===== src/rtl/bp_pkg.sv =====
`default_nettype none
// ============================================================================
// Module   : bp_pkg
// Purpose  : Shared types, constants and helpers for the PHT arbiter.
//            - ctr_t       : 2-bit saturating branch counter
//            - upd_entry_t : one queued resolve update (table index, outcome,
//                            and captured global history when
//                            BP_PHT_GSHARE_EN is defined)
//            - ctr_next()  : saturating counter update
// Revision : 1.0 - initial release
// ============================================================================
package bp_pkg;

    typedef logic [1:0] ctr_t;

    localparam ctr_t CTR_RESET = 2'b01;
    localparam ctr_t CTR_MAX   = 2'b11;
    localparam ctr_t CTR_MIN   = 2'b00;

    // Widest index / history an entry can carry. Unused upper bits stay zero
    // and are removed by synthesis. Bounds ENTRIES to at most 2**16.
    localparam int IDX_MAX_W = 16;

    typedef struct packed {
        logic [IDX_MAX_W-1:0] idx;
        logic                 taken;
`ifdef BP_PHT_GSHARE_EN
        logic [IDX_MAX_W-1:0] hist;
`endif
    } upd_entry_t;

    function automatic ctr_t ctr_next(input ctr_t c, input logic taken);
        ctr_t n;
        n = c;
        if (taken && (c != CTR_MAX)) begin
            n = c + 2'd1;
        end else if (!taken && (c != CTR_MIN)) begin
            n = c - 2'd1;
        end
        return n;
    endfunction

endpackage
`default_nettype wire


===== src/rtl/bp_upd_fifo.sv =====
`default_nettype none
// ============================================================================
// Module   : bp_upd_fifo
// Purpose  : Synchronous FIFO holding pending resolve updates.
// Ports    : clk, rst_n (async active-low)
//            push/wdata : write request (ignored when full, no pop bypass)
//            pop/rdata  : pop request (ignored when empty), rdata = head
//            full, empty, count : occupancy status
// Revision : 1.0 - initial release
// ============================================================================
module bp_upd_fifo #(
    parameter int DEPTH = 4,
    parameter int WIDTH = 8
) (
    input  logic                     clk,
    input  logic                     rst_n,
    input  logic                     push,
    input  logic [WIDTH-1:0]         wdata,
    input  logic                     pop,
    output logic [WIDTH-1:0]         rdata,
    output logic                     full,
    output logic                     empty,
    output logic [$clog2(DEPTH):0]   count
);

    localparam int AW = $clog2(DEPTH);

    logic [WIDTH-1:0] r_mem [DEPTH];
    logic [AW-1:0]    r_wr_ptr;
    logic [AW-1:0]    r_rd_ptr;
    logic [AW:0]      r_count;
    logic             w_push;
    logic             w_pop;

    assign full   = (r_count == (AW+1)'(DEPTH));
    assign empty  = (r_count == '0);
    assign count  = r_count;
    assign rdata  = r_mem[r_rd_ptr];

    // Full rejects a push even when a pop happens in the same cycle.
    assign w_push = push && !full;
    assign w_pop  = pop && !empty;

    always_ff @(posedge clk or negedge rst_n) begin
        if (!rst_n) begin
            r_wr_ptr <= '0;
            r_rd_ptr <= '0;
            r_count  <= '0;
        end else begin
            if (w_push) begin
                r_wr_ptr <= r_wr_ptr + AW'(1);
            end
            if (w_pop) begin
                r_rd_ptr <= r_rd_ptr + AW'(1);
            end
            case ({w_push, w_pop})
                2'b10:   r_count <= r_count + (AW+1)'(1);
                2'b01:   r_count <= r_count - (AW+1)'(1);
                default: r_count <= r_count;
            endcase
        end
    end

    // Storage needs no reset: entries are only read while counted valid.
    always_ff @(posedge clk) begin
        if (w_push) begin
            r_mem[r_wr_ptr] <= wdata;
        end
    end

endmodule
`default_nettype wire


===== src/rtl/bp_pht_arbiter.sv =====
`default_nettype none
// ============================================================================
// Module   : bp_pht_arbiter
// Purpose  : Pattern history table of 2-bit counters with one access slot per
//            cycle shared between fetch lookups and queued resolve updates.
//            Lookups win unless a pending update has lost STARVE_MAX times.
// Ports    : clk, rst_n (async active-low)
//            lk_valid/lk_ready/lk_pc       : lookup request
//            pred_valid/pred_taken         : prediction, one cycle later
//            up_valid/up_ready/up_pc/up_taken : resolve update push
//            busy                          : update FIFO non-empty
// Options  : BP_PHT_GSHARE_EN - XOR a HIST_W-bit global history into the
//            table index (history captured per entry at push time).
// Revision : 1.0 - initial release
// ============================================================================
module bp_pht_arbiter
    import bp_pkg::*;
#(
    parameter int ENTRIES    = 16,
    parameter int PC_W       = 32,
    parameter int UPD_DEPTH  = 4,
    parameter int STARVE_MAX = 3,
    parameter int HIST_W     = 4
) (
    input  logic            clk,
    input  logic            rst_n,
    input  logic            lk_valid,
    output logic            lk_ready,
    input  logic [PC_W-1:0] lk_pc,
    output logic            pred_valid,
    output logic            pred_taken,
    input  logic            up_valid,
    output logic            up_ready,
    input  logic [PC_W-1:0] up_pc,
    input  logic            up_taken,
    output logic            busy
);

    localparam int IDX_W = $clog2(ENTRIES);
    localparam int SW    = $clog2(STARVE_MAX + 1);
    localparam int CW    = $clog2(UPD_DEPTH) + 1;
    localparam int ENT_W = $bits(upd_entry_t);

    ctr_t              r_pht [ENTRIES];
    logic [SW-1:0]     r_starve;
    logic              r_pred_valid;
    logic              r_pred_taken;

    upd_entry_t        w_push_ent;
    upd_entry_t        w_head;
    logic [ENT_W-1:0]  w_head_bits;
    logic              w_fifo_full;
    logic              w_fifo_empty;
    logic [CW-1:0]     w_fifo_count;
    logic              w_push;
    logic              w_force;
    logic              w_do_lk;
    logic              w_do_up;
    logic [IDX_W-1:0]  w_lk_idx;
    logic [IDX_W-1:0]  w_up_idx;
    logic              w_unused;

`ifdef BP_PHT_GSHARE_EN
    logic [HIST_W-1:0] r_ghr;

    assign w_lk_idx = lk_pc[IDX_W+1:2] ^ IDX_W'(r_ghr);
    assign w_up_idx = w_head.idx[IDX_W-1:0] ^ IDX_W'(w_head.hist[HIST_W-1:0]);
    assign w_unused = ^{lk_pc[PC_W-1:IDX_W+2], lk_pc[1:0],
                        up_pc[PC_W-1:IDX_W+2], up_pc[1:0],
                        w_head.idx[IDX_MAX_W-1:IDX_W],
                        w_head.hist[IDX_MAX_W-1:HIST_W]};

    always_ff @(posedge clk or negedge rst_n) begin
        if (!rst_n) begin
            r_ghr <= '0;
        end else if (w_push) begin
            r_ghr <= {r_ghr[HIST_W-2:0], up_taken};
        end
    end
`else
    assign w_lk_idx = lk_pc[IDX_W+1:2];
    assign w_up_idx = w_head.idx[IDX_W-1:0];
    assign w_unused = ^{lk_pc[PC_W-1:IDX_W+2], lk_pc[1:0],
                        up_pc[PC_W-1:IDX_W+2], up_pc[1:0],
                        w_head.idx[IDX_MAX_W-1:IDX_W]};
`endif

    always_comb begin
        w_push_ent       = '0;
        w_push_ent.idx   = IDX_MAX_W'(up_pc[IDX_W+1:2]);
        w_push_ent.taken = up_taken;
`ifdef BP_PHT_GSHARE_EN
        w_push_ent.hist  = IDX_MAX_W'(r_ghr);
`endif
    end

    assign w_head = w_head_bits;

    // Slot arbitration: forced update, else lookup, else idle update.
    assign w_force  = !w_fifo_empty && (r_starve == SW'(STARVE_MAX));
    assign lk_ready = !w_force;
    assign w_do_lk  = lk_valid && !w_force;
    assign w_do_up  = !w_fifo_empty && !w_do_lk;

    assign up_ready = !w_fifo_full;
    assign w_push   = up_valid && !w_fifo_full;
    assign busy     = (w_fifo_count != '0);

    assign pred_valid = r_pred_valid;
    assign pred_taken = r_pred_taken;

    bp_upd_fifo #(
        .DEPTH (UPD_DEPTH),
        .WIDTH (ENT_W)
    ) u_upd_fifo (
        .clk   (clk),
        .rst_n (rst_n),
        .push  (w_push),
        .wdata (w_push_ent),
        .pop   (w_do_up),
        .rdata (w_head_bits),
        .full  (w_fifo_full),
        .empty (w_fifo_empty),
        .count (w_fifo_count)
    );

    always_ff @(posedge clk or negedge rst_n) begin
        if (!rst_n) begin
            r_starve     <= '0;
            r_pred_valid <= 1'b0;
            r_pred_taken <= 1'b0;
            for (int i = 0; i < ENTRIES; i++) begin
                r_pht[i] <= CTR_RESET;
            end
        end else begin
            // Starve only accumulates while an update waits and loses.
            if (w_fifo_empty || w_do_up) begin
                r_starve <= '0;
            end else begin
                r_starve <= r_starve + SW'(1);
            end

            r_pred_valid <= w_do_lk;
            if (w_do_lk) begin
                r_pred_taken <= r_pht[w_lk_idx][1];
            end

            if (w_do_up) begin
                r_pht[w_up_idx] <= ctr_next(r_pht[w_up_idx], w_head.taken);
            end
        end
    end

endmodule
`default_nettype wire


===== config.mk =====
export PLATFORM = sky130hd
export DESIGN_NAME = bp_pht_arbiter
export DESIGN_NICKNAME = d
export VERILOG_FILES = /design/src/rtl/bp_pkg.sv /design/src/rtl/bp_upd_fifo.sv /design/src/rtl/bp_pht_arbiter.sv
export SDC_FILE = /design/constraint.sdc
export NUM_CORES = 1
export LEC_CHECK = 0
export CAP_MARGIN = 25
export CORE_ASPECT_RATIO = 1.75
export CORE_MARGIN = 8
export CORE_UTILIZATION = 50
export DETAILED_ROUTE_END_ITERATION = 7
export DONT_BUFFER_PORTS = 1
export GPL_ROUTABILITY_DRIVEN = 0
export PLACE_DENSITY_LB_ADDON = 0.3
export RECOVER_POWER = 100
export SLEW_MARGIN = 10
export SYNTH_ARGS = -nofsm -noshare
export SYNTH_HDL_FRONTEND = slang
export SYNTH_SLANG_ARGS = --single-unit

===== constraint.sdc =====
create_clock -name clk -period 4.1 [get_ports clk]
set_input_delay 0.82 -clock clk [delete_from_list [all_inputs] [get_ports clk]]
set_output_delay 0.82 -clock clk [all_outputs]
set_load 0.01 [all_outputs]

==> metrics list <==
* Average footprint of a synthesized cell: between 10 and 15 um^2
- Of the total power, combinational logic draws 0.508.
* Clock transition at the registers of the reported paths: around 0.05 ns
- Cell area after synthesis: 3530 um^2
* CTS H-tree lvls: 3
- Status: finished clean
- The tree is rooted in a sky130_fd_sc_hd__clkbuf_16.
* #FFs+latches synth: 63
- Summed over all layers, the routed wires come to 7060 um.
- Power spread over the standard cell area amounts to about 1000 nW/um^2.
* Proportion of synthesized flip-flops having asynchronous set or reset: 0.683
- Total I/O pin count: 74
- Top post-synthesis cells by area: sky130_fd_sc_hd__dfrtp_1 19%, sky130_fd_sc_hd__edfxtp_1 17%, sky130_fd_sc_hd__dfstp_2 12%, sky130_fd_sc_hd__o41ai_2 6.0%, sky130_fd_sc_hd__mux4_2 5.1%
- Flop2flop setup slack: approximately 0.34 ns
- TritonCTS built the clock tree.
* Period Utilization, post-route: 0.917
* Clock Skew: 0.00359 ns
* DRT antenna net count: 0
* Initial core utilization: 0.515
- Endpoint kind of the worst setup timing path: register
- The worst path meets setup with around 0.34 ns of slack.
- Worst path required time: between 4 and 5 ns
* Measured slew at the worst slew-check pin: 0.871 ns
* WHS: roughly 0.18 ns
- In this run the worst path has a maximum fanout of 12.
- LEAKAGE: 1.44 nW
- Setup violations remaining at the end of the flow were counted as 0.
* Worst path most repeated cell: sky130_fd_sc_hd__o21ai_0
- The final hold violation count is 0.
* Hold-fix buffers at CTS: 0
* Antenna diode count: 0
* Cell with the largest stage delay on the worst path: sky130_fd_sc_hd__mux4_2
* Largest area contributor in the synthesized netlist: sky130_fd_sc_hd__dfrtp_1
- Min Tclk post-route: 3.76 ns
* Max Clk Rate: 266 MHz
- Cell internal power was estimated by the tool at 2.22 mW.
- Source-to-sink clock delay at the later pin of the worst-skew pair: roughly 0.33 ns
- The core region is 6860 um^2.
- Min-delay worst type: in -> async
- Via count of the first global-routing pass: between 2,000 and 2,500
* Total overflow reported by the global router: 0
- Row Count: 40
- Synthesis-to-finish area growth: 7.41%
* Worst setup path class: reg -> reg
* Die Ht: 127 um
- Final routed DRC violation total: 0
- Layout cell share with drive strength beyond 1: 0.225
- Number of unique standard cell types used by synthesis: 49
- Fraction of power spent switching nets: 0.428
* Width of the die: ~80 um
- Number of flops mapped to enable cells by yosys: 20
* Antenna violations before repair: 0
- Part of the Yosys area used for sequential elements: 0.481
- Reported max-cap violation count: 0
* Detailed-route wire length per cell: 18.7 um
* Floorplan die area: about 10,000 um^2
- The share of total power dissipated in sequential elements is 0.282.
- Across every metal layer, demand over resource in global routing totals 0.147.
- HPWL after DPL: between 4000 and 5000 um
- Count of input and output buffers: 0
- Max-slew headroom at the worst pin: 0.414
- Cell Chain, Critical Path: mux4_2 -> or2_2 -> o22ai_1 -> o21ai_0 -> o21ai_0 -> ha_1 -> mux2_2 -> nand2_1 -> nor3_4 -> clkbuf_2 -> o31ai_1
- Most common flop cell mapped by yosys: sky130_fd_sc_hd__dfrtp_1
* Ys Warns: 0
- Number of DRC markers after the initial detailed-route iteration: roughly 110
- Clk network pwr share: 0.209
- CTS saw 63 sinks.
- In the final design database the tool counted 366 nets.
- Before CTS, the worst setup slack after placement is 0.0803 ns.
- Vias after detailed routing: 2,289
* Post-Syn Nets: around 370
- Endpoint of the lowest-slack register-to-register path: r_pht[21]
* Area share of the largest cell type after synthesis: 0.191
* Mean number of vias per cell: 6.07
- Post-synthesis cell count: 290
* Worst IR drop on VDD: approximately 570 uV
- Clock buffer count from CTS: 9
- Entering global routing, the biggest net connects 44 pins.
- Share of the core filled with cells in the final layout: 0.553
- Biggest cell delay along the critical path: 0.71 ns
* First-pass GRT wire length: between 10,000 and 15,000 um
- The clock passes through at most 2 buffers.
- Summed over all failing endpoints, the final setup total negative slack is 0 ns.
- In this run the critical register-to-register path is launched from u_upd_fifo.r_rd_ptr[0].
- The worst register-to-register path has a depth of 11.
* Launching element type of the critical path: register
- Max-slew violations: 0
- For this design the total switching power over the nets is 1.66 mW.
* Number of iterations in the first detailed-routing pass: 4
- CP arrival: 3.93 ns
-- registers in the layout (all words and copies together) (netlist names) --
| name | flops |
|---|---|
| pred_taken | 1 |
| pred_valid | 1 |
| r_pht | 32 |
| r_starve | 2 |
| u_upd_fifo.count | 3 |
| u_upd_fifo.r_mem | 20 |
| u_upd_fifo.r_rd_ptr | 2 |
| u_upd_fifo.r_wr_ptr | 2 |
-- worst max path at each step --
stage / slack, ns / from / depth (start not counted) / end
after global routing: -0.03 / u_upd_fifo.r_rd_ptr[0] / 11 / r_pht[21]
after floorplan: 0.82 / u_upd_fifo.r_rd_ptr[0] / 13 / r_pht[31]
after detailed placement: 0.08 / u_upd_fifo.r_rd_ptr[0] / 10 / r_pht[21]
after CTS: 0.07 / u_upd_fifo.r_rd_ptr[0] / 10 / r_pht[21]
after global placement: 0.20 / u_upd_fifo.r_rd_ptr[0] / 10 / r_pht[5]
final: 0.34 / u_upd_fifo.r_rd_ptr[0] / 11 / r_pht[21]
-- per-layer routing --
metal	wire length [um]	GRT usage	part of all wire	vias up
met2	3880	0.256	0.55	35
li1	-	-	-	1093
met1	2780	0.154	0.39	1154
met4	121	0.0790	0.017	0
met3	269	0.0400	0.038	7
met5	0	0	0	-
-- synth_stat cells, drive strengths merged, types with 5 or more instances --
cell type,count
nand2,23
nor2,24
o31ai,16
ha,8
o21ai,37
dfrtp,27
edfxtp,20
mux2i,17
o41ai,16
clkbuf,10
and3,5
buf,10
mux4,10
dfstp,16
nor3,5
-- area by class of cell --
class                           count  area, um^2
Timing Repair Buffer                7        50.0
Clock buffer                        9         225
Multi-Input combinational cell    203        1600
Inverter                            4        15.0
Clock inverter                      7        97.6
Fill cell                         590        3060
Tap cell                           84         105
Sequential cell                    63        1700
-- kinds of logic after synthesis --
family | synth area share
compound gates | 0.188
simple gates | 0.115
flops | 0.481
mux | 0.127
buf+inv | 0.0404
fa+ha+maj | 0.0340
xor+xnor | 0.0149
-- timing repair --
| action | 4_1_cts | 5_1_grt |
|---|---|---|
| endpoints found under the setup margin | 0 | 8 |
| gates resized for setup | 0 | 2 |
| buffers inserted | 0 | 4 |
-- stage by stage --
step | total power [mW] | instances | area [um^2]
after floorplan | 2.81 | 290 | 3530
after global placement | 3.12 | 356 | 3520
after detailed placement | 3.18 | 356 | 3520
after CTS | 4.00 | 372 | 3850
after global routing | 4.15 | 377 | 3790
final | 3.88 | 377 | 3790
-- power groups by stage --
stage          clock network, mW  logic, mW  registers (mW)
3_5_place_dp                   0       2.07            1.11
6_report                   0.814       1.97            1.10
3_3_place_gp                   0       2.02            1.09
4_1_cts                    0.825       2.07            1.10
2_1_floorplan                  0       1.78            1.03
5_1_grt                    0.846       2.17            1.13
-- placed cells by master, fill, tap and decap left out, drive strengths merged, types with 2 or more instances in the layout --
master / Yosys / routed
o21ai: 37 / 37
dfrtp: 27 / 27
nor2: 24 / 24
nand2: 23 / 23
edfxtp: 20 / 20
mux2i: 17 / 17
o31ai: 16 / 16
dfstp: 16 / 16
o41ai: 16 / 16
clkbuf: 10 / 10
mux4: 10 / 10
ha: 8 / 8
buf: 10 / 6
and3: 5 / 5
nor3: 5 / 5
nand2b: 4 / 4
o22ai: 4 / 4
mux2: 4 / 4
inv: 4 / 4
xnor2: 4 / 4
a22o: 4 / 4
and2: 3 / 3
o21a: 3 / 3
clkinv: 0 / 3
nand4b: 2 / 2
xor2: 2 / 2
bufinv: 0 / 2
clkinvlp: 0 / 2
or2: 2 / 2
nor2b: 2 / 2
-- worst max-delay path: cells and delay by family, from the launching register on --
family	cells	cell delay [ns]
AND/OR/NAND/NOR	3	0.85
multiplexers	2	0.96
flip-flops	1	0.56
buffers and inverters	1	0.29
adder cells (fa/ha/maj)	1	0.22
AO/OA/AOI/OAI	4	0.70
(Power assumes the default switching activity.)
